File: src/rtl/iir_pkg.sv
// Shared definitions for the IIR coefficient loader and filter: word order, set size and loader
// states.
package iir_pkg;

  localparam int unsigned COEF_W_DEFAULT = 32;

  localparam int unsigned B0_IDX   = 0;
  localparam int unsigned B1_IDX   = 1;
  localparam int unsigned B2_IDX   = 2;
  localparam int unsigned A1_IDX   = 3;
  localparam int unsigned A2_IDX   = 4;
  localparam int unsigned NUM_COEF = 5;

  typedef enum logic [1:0] {
    IDLE,
    LOAD,
    DRAIN,
    PENDING
  } loader_state_e;

endpackage

File: src/rtl/iir_coef_loader.sv
// Collects a framed coefficient set into a shadow bank and swaps it into the live registers on a
// sample-boundary strobe. Define IIR_COEF_CHECKSUM_EN to require a trailing checksum word.
module iir_coef_loader
  import iir_pkg::*;
#(
  parameter int unsigned COEF_W = COEF_W_DEFAULT
) (
  input  logic              clk,
  input  logic              rst,
  input  logic              s_valid,
  output logic              s_ready,
  input  logic [COEF_W-1:0] s_data,
  input  logic              s_last,
  input  logic              commit_strobe,
  output logic [COEF_W-1:0] b0,
  output logic [COEF_W-1:0] b1,
  output logic [COEF_W-1:0] b2,
  output logic [COEF_W-1:0] a1,
  output logic [COEF_W-1:0] a2,
  output logic              busy,
  output logic              coef_updated,
  output logic              err
);

`ifdef IIR_COEF_CHECKSUM_EN
  localparam int unsigned NumWords = NUM_COEF + 1;
`else
  localparam int unsigned NumWords = NUM_COEF;
`endif

  loader_state_e     state_q, state_d;
  logic [2:0]        idx_q, idx_d;
  logic [COEF_W-1:0] shadow_q [NUM_COEF];
  logic [COEF_W-1:0] shadow_d [NUM_COEF];
  logic [COEF_W-1:0] live_q   [NUM_COEF];
  logic [COEF_W-1:0] live_d   [NUM_COEF];
  logic              err_q, err_d;
  logic              upd_q, upd_d;

  logic accept;
  logic last_idx;
  logic csum_ok;

  assign s_ready  = (state_q != PENDING);
  assign accept   = s_valid & s_ready;
  assign last_idx = (idx_q == 3'(NumWords - 1));

`ifdef IIR_COEF_CHECKSUM_EN
  logic [COEF_W-1:0] csum;
  always_comb begin
    csum = '0;
    for (int unsigned i = 0; i < NUM_COEF; i++) begin
      csum = csum + shadow_q[i];
    end
    csum_ok = (s_data == csum);
  end
`else
  assign csum_ok = 1'b1;
`endif

  always_comb begin
    state_d  = state_q;
    idx_d    = idx_q;
    shadow_d = shadow_q;
    live_d   = live_q;
    err_d    = err_q;
    upd_d    = 1'b0;
    unique case (state_q)
      IDLE: begin
        if (accept) begin
          shadow_d[B0_IDX] = s_data;
          idx_d            = 3'd1;
          // A one-word set is a framing error; a good first word clears the old error.
          err_d            = s_last;
          state_d          = s_last ? IDLE : LOAD;
        end
      end
      LOAD: begin
        if (accept) begin
          for (int unsigned i = 0; i < NUM_COEF; i++) begin
            if (idx_q == 3'(i)) shadow_d[i] = s_data;
          end
          idx_d = idx_q + 3'd1;
          if (last_idx) begin
            if (!s_last) begin
              err_d   = 1'b1;
              state_d = DRAIN;
            end else if (!csum_ok) begin
              err_d   = 1'b1;
              state_d = IDLE;
            end else begin
              state_d = PENDING;
            end
          end else if (s_last) begin
            err_d   = 1'b1;
            state_d = IDLE;
          end
        end
      end
      DRAIN: begin
        if (accept && s_last) state_d = IDLE;
      end
      PENDING: begin
        if (commit_strobe) begin
          live_d  = shadow_q;
          upd_d   = 1'b1;
          state_d = IDLE;
        end
      end
      default: state_d = IDLE;
    endcase
  end

  always_ff @(posedge clk) begin
    if (rst) begin
      state_q  <= IDLE;
      idx_q    <= '0;
      shadow_q <= '{default: '0};
      live_q   <= '{default: '0};
      err_q    <= 1'b0;
      upd_q    <= 1'b0;
    end else begin
      state_q  <= state_d;
      idx_q    <= idx_d;
      shadow_q <= shadow_d;
      live_q   <= live_d;
      err_q    <= err_d;
      upd_q    <= upd_d;
    end
  end

  assign b0           = live_q[B0_IDX];
  assign b1           = live_q[B1_IDX];
  assign b2           = live_q[B2_IDX];
  assign a1           = live_q[A1_IDX];
  assign a2           = live_q[A2_IDX];
  assign busy         = (state_q != IDLE);
  assign coef_updated = upd_q;
  assign err          = err_q;

endmodule

File: config.mk
export PLATFORM = sky130hd
export DESIGN_NAME = iir_coef_loader
export DESIGN_NICKNAME = d
export VERILOG_FILES = /design/src/rtl/iir_pkg.sv /design/src/rtl/iir_coef_loader.sv
export SDC_FILE = /design/constraint.sdc
export NUM_CORES = 1
export LEC_CHECK = 0
export BUFFER_PORTS_ARGS = -buffer_cell sky130_fd_sc_hd__buf_2
export CAP_MARGIN = 20
export CORE_MARGIN = 2
export CORE_UTILIZATION = 60
export CTS_BUF_LIST = sky130_fd_sc_hd__clkbuf_2
export DETAILED_ROUTE_END_ITERATION = 8
export GPL_TIMING_DRIVEN = 0
export PLACE_DENSITY = 0.86
export SYNTH_ARGS = -nofsm -noshare
export SYNTH_HDL_FRONTEND = slang
export SYNTH_SLANG_ARGS = --single-unit
File: constraint.sdc
create_clock -name clk -period 2.7 [get_ports clk]
set_input_delay 0.54 -clock clk [delete_from_list [all_inputs] [get_ports clk]]
set_output_delay 0.54 -clock clk [all_outputs]
set_load 0.02 [all_outputs]
==> out/summary.txt, run 1 <==
Status - complete, no violations
TritonCTS clock tree - done
IO Port Bufs - 199
Num CTS Buffers - 77
Number of max-cap violations - 0
Initial antenna violation count - 1
Synth area leader - dfxtp_1
All-Layer GR Usage - 31.3%
Final hold vios - 0
Non-filler cells, final - 1962
Crit. End Element - output pin
Lkg Pwr - 6.23 nW
Final Skew - 0.0674 ns
I/O pin total - 201
P per Cell Area - 574 nW/µm²
Final setup violation count - 0
Min-delay worst type - in -> reg
1st-pass router iterations - 8
Design Area, Final - 14400 µm²
Fmax - 388 MHz
Count of pins over their slew limit - 0
Data arrival time of the critical path - 2.04 ns
Synthesized area per cell - 9.03 µm²
Vias/cell - 5.41
CP Data Required Time - 2.16 ns
Number of fill cells - 1490
Share of Yosys cell area claimed by the top area cell type - 54.1%
Final nets - 1693
Clock-pin transition on the worst setup and hold timing paths - 0.11 ns
DP Cell Count - 1805
Cell variety after synth - 35
Final core occ - 73.1%
Multi-input gate area - 5010 µm²
Post-route setup TNS - 0 ns
Fin crit share - 95.5%
Pre-CTS setup slack - 0.460 ns
Seq cells post-synth - 327
Die ar. - 21300 µm²
Die height - 146 µm
Layout area overhead - 18.6%
Pwr Total - 8.24 mW
Clk root buf - clkbuf_2
Routability cong. - 0.872
Row count - 51
Peak VDD IR - 0.000379 V
YS warnings - 0
Critical path class - reg -> out
Worst hold margin - 0.0648 ns
Register area share after synthesis - 54.1%
DRC - 0
Post-Synthesis Net Count - 1383
Mapped Cells - 1341
Rel. slew slack - 57.3%
CP startpoint kind - flip-flop
RSZ-0062 raised after global routing - no
Synth Cell Area - 12100 µm²
Post-Route WL - 33900 µm
Critical path peak fanout - 10
Share of layout cells above drive strength 1 - 21.6%
Worst-case clock buffer depth - 3
H-tree Lvls - 3
Vias in the first global route - 10519
Worst-margin pin slew - 0.641 ns
Initial Util - 61.6%
Ranking of synthesized cells by area - dfxtp_1 54%, nand2_1 12%, mux2i_1 11%
Post-DP HPWL - 23500 µm
Final setup margin - 0.121 ns
Post-detailed-route count of antenna-violating nets - 0
Period minus WS final - 2.58 ns
Post-DP Area - 13400 µm²
DR WL/cell - 17.3 µm
First-pass GRT wire length - 53400 µm
Largest net degree at the start of global routing - 11
Grt ovf - 0
Sinks on Clock Net - 327
Seq. cell area - 6550 µm²
Worst-Skew Late Latency - 0.88 ns
Total vias in the final route - 10624
DR iter-0 viols - 792
Core area - 19700 µm²
Die width - 146 µm
[final cells by class]
type / count / share of cell area, %
Tap cell: 265 / 2.31
Clock buffer: 108 / 3.76
Buffer: 100 / 3.72
Timing Repair Buffer: 231 / 9.17
Inverter: 4 / 0.105
Multi-Input combinational cell: 910 / 34.9
Sequential cell: 327 / 45.6
Antenna cell: 1 / 0.0174
Clock inverter: 16 / 0.453
[worst max-delay path, stage by stage (launching register included)]
cell     delay [ns]
dfxtp_1        0.32
buf_2          0.18
buf_1          0.37
or2_2          0.18
buf_2          0.15
[worst paths after layout]
path	startpoint	to	slack [ns]	cells past startpoint
worst max-delay path	state_q[0]	busy	0.12	4
worst min-delay path	s_last	state_q[0]	0.06	3
worst max register to register	idx_q[0]	shadow_q[136]	0.70	6
worst min register to register	shadow_q[135]	b0[7]	0.43	2
[cell usage in the layout (no fill, tap or decap), drive strengths merged]
| master | synthesis | final |
|---|---|---|
| and4bb | 1 | 1 |
| and3 | 1 | 1 |
| dlygate4sd3 | 0 | 32 |
| buf | 54 | 253 |
| a211oi | 1 | 1 |
| a31oi | 1 | 1 |
| nand4b | 1 | 1 |
| and4b | 1 | 1 |
| o22ai | 1 | 1 |
| ha | 5 | 5 |
| diode | 0 | 1 |
| mux2i | 128 | 128 |
| nand4 | 2 | 2 |
| inv | 4 | 4 |
| or3 | 1 | 1 |
| o211ai | 1 | 1 |
| nor2 | 1 | 1 |
| o21ai | 1 | 1 |
| and2 | 2 | 2 |
| nand3 | 2 | 2 |
| a21boi | 1 | 1 |
| clkbuf | 46 | 154 |
| nor2b | 2 | 2 |
| nor4 | 1 | 1 |
| nor3 | 1 | 1 |
| dfxtp | 327 | 327 |
| a31o | 1 | 1 |
| clkinv | 0 | 16 |
| nand2 | 392 | 392 |
| a21oi | 199 | 199 |
| or2 | 1 | 1 |
| nand2b | 162 | 162 |
[flip-flops by register name, indices dropped and copies added (netlist names), 2 cells and up]
signal,flops
b2,32
b1,32
a1,32
state_q,2
a2,32
idx_q,3
b0,32
shadow_q,160
[what timing repair did]
item / CTS / global route
hold endpoints to repair: 32 / 0
setup buffers: 0 / 0
hold buffers: 32 / 0
gates resized for setup: 0 / 0
[Yosys cell counts]
library cell	n
buf_1	4
nand4_1	1
a31o_2	1
buf_12	2
nor2_1	1
and4bb_4	1
and3_1	1
and4b_1	1
or2_2	1
nand4_4	1
nor3_1	1
and2_1	2
nand3_1	2
mux2i_1	128
nand4b_1	1
clkbuf_2	1
inv_1	4
a21boi_0	1
a211oi_1	1
ha_1	5
clkbuf_1	45
a21oi_1	199
nor4_1	1
o211ai_1	1
dfxtp_1	327
buf_2	28
a31oi_1	1
nand2b_1	162
o21ai_2	1
or3_1	1
buf_4	16
o22ai_1	1
nand2_1	392
nor2b_1	2
buf_6	4
[per-layer routing]
layer	share of wire (%)	up-vias	global-route usage, %
li1	-	4999	-
met1	40	5030	39.4
met2	47	512	52.0
met3	9.4	83	6.88
met4	3.0	0	13.9
met5	0	-	0
[cells by family (layout without fill, tap and decap cells)]
logic type | count (synthesis) | count (layout) | share of synthesized area, %
other | 0 | 1 | 0
AND/OR/NAND/NOR | 571 | 571 | 21.6
buffers and inverters | 104 | 459 | 4.54
multiplexers | 128 | 128 | 10.6
flip-flops | 327 | 327 | 54.1
AO/OA/AOI/OAI | 206 | 206 | 8.66
adder cells (fa/ha/maj) | 5 | 5 | 0.517
[report_power, final]
group	internal [mW]	switching (mW)	total, mW
logic	0.160	0.248	0.407
registers	4.86	0.0246	4.89
clock network	1.06	1.89	2.94
Note: power is estimated with default switching activity, not from simulation.
==> run 2, diff against run 1 <==
- ABC_AREA: unset -> 1
==> run 2 against run 1 <==
Global-route usage up 0.77 points; critical endpoint unchanged; largest cell class unchanged; first-iteration DRC count up 19%; sequential power up 4%; non-clock buffer count down 24; flip-flop and latch count unchanged; area after synthesis down 2.1%; cell area down 3.9%; clock power about the same; critical path depth unchanged; sequential share of layout area up 1.8 points.
==> out/summary.txt, run 2 <==
Status - complete, no violations
Worst hold margin - 0.0254 ns
Share of layout cells above drive strength 1 - 19.1%
Initial Util - 61.1%
Net Sw Power - 2.61 mW
Post-CTS setup buffer count - 0
Met3 wire length - 3610 µm
First-pass GRT wire length - 51100 µm
Seq cells post-synth - 327
TritonCTS clock tree - done
Share of Yosys cell area claimed by the top area cell type - 55.2%
Vias/cell - 5.24
WL met1 - 13600 µm
Final core occ - 71.2%
P per Cell Area - 648 nW/µm²
Total vias in the final route - 11100
Post-Synth Simple-Gate Area - 14.1%
Post-Synth XOR/XNOR Area - 0%
Post-synth top flop - dfxtp_1
Critical path class - reg -> out
DR iter-0 viols - 944
IO Port Bufs - 198
Routability cong. - 0.913
Worst-margin pin slew - 0.835 ns
Core area - 19400 µm²
Post-CTS sizing - 0
Max reg flops - 160
Die ar. - 20900 µm²
CP Data Required Time - 2.16 ns
Final setup violation count - 0
Peak VDD IR - 0.000437 V
Initial antenna violation count - 1
Post-synth EDFFs - 0
Setup slack, reg-to-reg - 0.70 ns
Post-synth ARST share - 0%
Cell variety after synth - 17
Rel. slew slack - 44.3%
Internal - 6.35 mW
Final nets - 1850
CP startpoint kind - flip-flop
Crit. End Element - output pin
Data arrival time of the critical path - 1.79 ns
YS warnings - 0
Top post-synthesis cells by count - 327 x dfxtp_1, 263 x nor2_1, 261 x o21ai_0
Final setup margin - 0.368 ns
Number of max-cap violations - 0
Met2 WL - 14500 µm
Most common cell after layout, fill and taps aside - dfxtp_1
Largest family of logic cells by synthesized area - compound AO/OA/AOI/OAI gates
Pre-CTS setup slack - 0.593 ns
Fin crit share - 86.4%
Lkg Pwr - 5.91 nW
DRC - 0
Synthesized area per cell - 7.76 µm²
Top-count cell post-synth - dfxtp_1
Num CTS Buffers - 77
Ranking of synthesized cells by area - dfxtp_1 55%, o21ai_0 11%, a21oi_1 8.4%
Grt ovf - 0
Fmax - 429 MHz
Vias in the first global route - 10321
Mapped Cells - 1528
Worst-case clock buffer depth - 3
Die height - 145 µm
Post-Route WL - 33300 µm
Row count - 51
Post-detailed-route count of antenna-violating nets - 0
H-tree Lvls - 3
Critical path peak fanout - 10
Most frequent cells in the layout - 327 x dfxtp_1, 263 x nor2_1, 261 x o21ai_0
Biggest register - shadow_q
Count of pins over their slew limit - 0
Clock-pin transition on the worst setup and hold timing paths - 0.11 ns
Synth Area in Compound Gates - 19.4%
Hold buffers post-CTS - 3
Post-Synthesis Net Count - 1570
Sinks on Clock Net - 327
Post-synthesis mux area share - 0%
Synth area leader - dfxtp_1
Switching Share - 29.1%
Period minus WS final - 2.33 ns
Layout area overhead - 16.5%
Die width - 145 µm
Number of fill cells - 1653
WHS Path Cells - 3
All-Layer GR Usage - 32.1%
Flop pwr share - 56.7%
1st-pass router iterations - 6
Post-DP HPWL - 23000 µm
Clk root buf - clkbuf_2
Synth Area in Adders - 0.528%
Synth Cell Area - 11900 µm²
Largest net degree at the start of global routing - 11
I/O pin total - 201
DR WL/cell - 15.7 µm
Min-delay worst type - in -> reg
Post-route setup TNS - 0 ns
Final hold vios - 0
RSZ-0062 raised after global routing - no
Final Skew - 0.0704 ns
Comb pwr share - 10.7%
Worst-Skew Late Latency - 0.88 ns
Clock Power Share - 32.6%
Register area share after synthesis - 55.2%
Worst R2R Path Depth - 5
Top Metal Used - met4
==> run 2: logic make-up (layout without fill, tap and decap cells) <==
family	count (synthesis)	count (layout)
adder cells (fa/ha/maj)	5	5
other	0	1
AND/OR/NAND/NOR	422	422
buffers and inverters	315	639
flip-flops	327	327
AO/OA/AOI/OAI	459	459
==> run 2: power groups by stage <==
stage               combinational, mW  clock, mW  sequential, mW
finish                          0.955       2.92            5.08
global placement                0.903          0            5.18
detailed placement              0.929          0            5.19
CTS                             0.937       2.95            5.08
global route                     1.06       3.21            5.10
floorplan                       0.541          0            5.24
==> run 2: layout make-up <==
class,instances,area (µm²),share of cell area (%)
inverter,209,785,5.68
tap,265,332,2.40
antenna,1,2.50,0.0181
multi-input combinational,886,4030,29.2
timing repair buffer,201,1020,7.40
buffer,106,495,3.59
clock buffer,110,551,3.99
clock inverter,13,48.8,0.353
sequential,327,6550,47.4
==> run 2: critical path: stages (launching register included) <==
cell and delay (ns):
dfxtp_1 0.31, buf_4 0.16, nor2_1 0.17, inv_1 0.09, buf_2 0.17
==> run 2: metal layers <==
metal / track usage (%) / up-vias
met5: 0 / -
met4: 18.3 / 0
met3: 7.32 / 103
met2: 49.7 / 539
met1: 41.4 / 5023
li1: - / 5435
==> run 2: final timing paths <==
check	from	end
max	state_q[0]	busy
min	s_data[19]	shadow_q[147]
max reg2reg	state_q[0]	b1[14]
min reg2reg	a2[21]	a2[21]
==> run 2: through the flow <==
| stage | total power, mW | area, µm² | std cells |
|---|---|---|---|
| after floorplan | 5.78 | 11900 | 1528 |
| after global placement | 6.08 | 13200 | 1991 |
| after detailed placement | 6.12 | 13200 | 1991 |
| after CTS | 8.96 | 13800 | 2117 |
| after global routing | 9.37 | 13800 | 2118 |
| final | 8.95 | 13800 | 2118 |
==> run 3, diff against run 2 <==
- CORE_UTILIZATION: 60 -> 52
- PLACE_DENSITY: 0.86 -> 0.8
- clock period: 2.7 -> 2.1 ns (I/O delays scaled with it)
==> run 3 against run 2 <==
Via count grew 1.2%; core utilization fell by 7.4 points; cell area grew 3.9%; clock skew is 0.025 ns lower; worst hold slack improved by 0.42 ns; wire length up 4.0%; combinational power is 35% higher; sequential share of layout area shrank 1.7 points; global-route usage decreased by 3.8 points; clock power grew 50%; first-iteration DRC count increased by 6.9%.
==> out/summary.txt, run 3 (synthesis results as in run 2) <==
Share of layout cells above drive strength 1 - 19.3%
CP Launch Point - state_q[0]
CP Data Required Time - 1.68 ns
Grt ovf - 0
Layout area overhead - 21.0%
First-pass GRT wire length - 52800 µm
Final setup margin - 0.0743 ns
Vias/cell - 5.15
Pre-CTS setup slack - 0.146 ns
TritonCTS clock tree - done
Worst-margin pin slew - 0.683 ns
DRC - 0
Final setup violation count - 0
Data arrival time of the critical path - 1.61 ns
Critical R2R Capture - shadow_q[0]
Worst-Skew Late Latency - 0.87 ns
DR iter-0 viols - 1009
Num CTS Buffers - 80
Routability cong. - 0.910
Row count - 55
Final hold vios - 0
Critical path class - reg -> out
Post-detailed-route count of antenna-violating nets - 0
Die height - 155 µm
Most common cell after layout, fill and taps aside - dfxtp_1
Clock-pin transition on the worst setup and hold timing paths - 0.10 ns
WHS Path Cells - 2
H-tree Lvls - 3
Die width - 155 µm
CP startpoint kind - flip-flop
I/O pin total - 201
1st-pass router iterations - 6
Min-delay worst type - reg -> reg
P per Cell Area - 851 nW/µm²
Lkg Pwr - 6.12 nW
Core area - 22500 µm²
Setup slack, reg-to-reg - 0.08 ns
Most frequent cells in the layout - 325 x dfxtp_1, 262 x nor2_1, 261 x o21ai_0
Peak VDD IR - 0.000465 V
Crit. End Element - output pin
Status - complete, no violations
Post-DP HPWL - 23500 µm
Critical path peak fanout - 10
Post-CTS setup buffer count - 0
All-Layer GR Usage - 28.3%
Post-route setup TNS - 0 ns
Hold Path Origin - a1[14]
IO Port Bufs - 198
Worst-case clock buffer depth - 3
Biggest register - shadow_q
Clk root buf - clkbuf_2
Period minus WS final - 2.03 ns
Max reg flops - 160
Final Skew - 0.0449 ns
Number of max-cap violations - 0
DR WL/cell - 15.9 µm
Fmax - 494 MHz
Reg2reg start - idx_q[0]
Final nets - 1887
Rel. slew slack - 54.5%
Hold EP - a1[14]
Fin crit share - 96.5%
Post-Route WL - 34700 µm
Sinks on Clock Net - 327
RSZ-0062 raised after global routing - no
Total vias in the final route - 11229
Vias in the first global route - 10340
Initial Util - 52.7%
Final core occ - 63.7%
Largest net degree at the start of global routing - 13
Die ar. - 24000 µm²
Worst R2R Path Depth - 8
Count of pins over their slew limit - 0
Initial antenna violation count - 2
run 3: cell types whose count changed in the layout (fill, tap and decap cells not counted), sizes merged:
cell         change
clkinv           -1
clkbuf           +1
buf              -1
bufinv           +4
dlygate4sd3     +35
diode            +1
clkinvlp         +2
run 3: area by class of cell:
cell class | instances | area (µm²)
Antenna cell | 2 | 5.00
Buffer | 105 | 488
Clock buffer | 111 | 556
Clock inverter | 18 | 186
Fill cell | 1957 | 8160
Inverter | 209 | 785
Multi-Input combinational cell | 886 | 4040
Sequential cell | 327 | 6550
Tap cell | 285 | 357
Timing Repair Buffer | 236 | 1370
run 3: per-layer routing:
metal	up-vias	global-route usage, %	wire [µm]
met5	-	0	13
met4	2	13.3	1330
met3	83	5.88	3350
met2	509	45.0	15500
met1	5128	36.9	14400
li1	5507	-	-
run 3: report_power, final:
| part | switching, mW | internal, mW | leakage [nW] |
|---|---|---|---|
| registers | 0.123 | 6.42 | 2.65 |
| clock network | 2.48 | 1.89 | 0.542 |
| logic | 0.867 | 0.419 | 2.93 |
| total | 3.47 | 8.73 | 6.12 |
run 3: worst max path at each step:
stage,endpoint,slack (ns),cells after the start
final,busy,0.07,3
after global routing,shadow_q[0],0.003,8
after CTS,busy,0.005,4
after detailed placement,shadow_q[94],0.15,6
after global placement,shadow_q[92],0.18,6
after floorplan,shadow_q[101],0.68,7
run 3: critical path, stage by stage, from the launching register on:
cell and delay [ns]:
dfxtp_4 0.40, nor2_4 0.13, inv_2 0.05, buf_4 0.15
run 3: through the flow:
stage / cells / cell area, µm² / hold WS (ns) / total power, mW
floorplan: 1528 / 11900 / 0.437 / 7.44
global route: 2179 / 14300 / 0.451 / 12.7
global placement: 2011 / 13200 / 0.431 / 7.84
detailed placement: 2011 / 13200 / 0.433 / 7.87
finish: 2179 / 14300 / 0.444 / 12.2
CTS: 2178 / 14300 / 0.417 / 12.3
run 3: repair_timing:
item / 4_1_cts / 5_1_grt
hold buffers: 38 / 0
gates cloned: 0 / 0
hold endpoints to repair: 163 / 0
setup endpoints to repair: 1 / 4
pin swaps: 0 / 1
gates resized for setup: 6 / 3
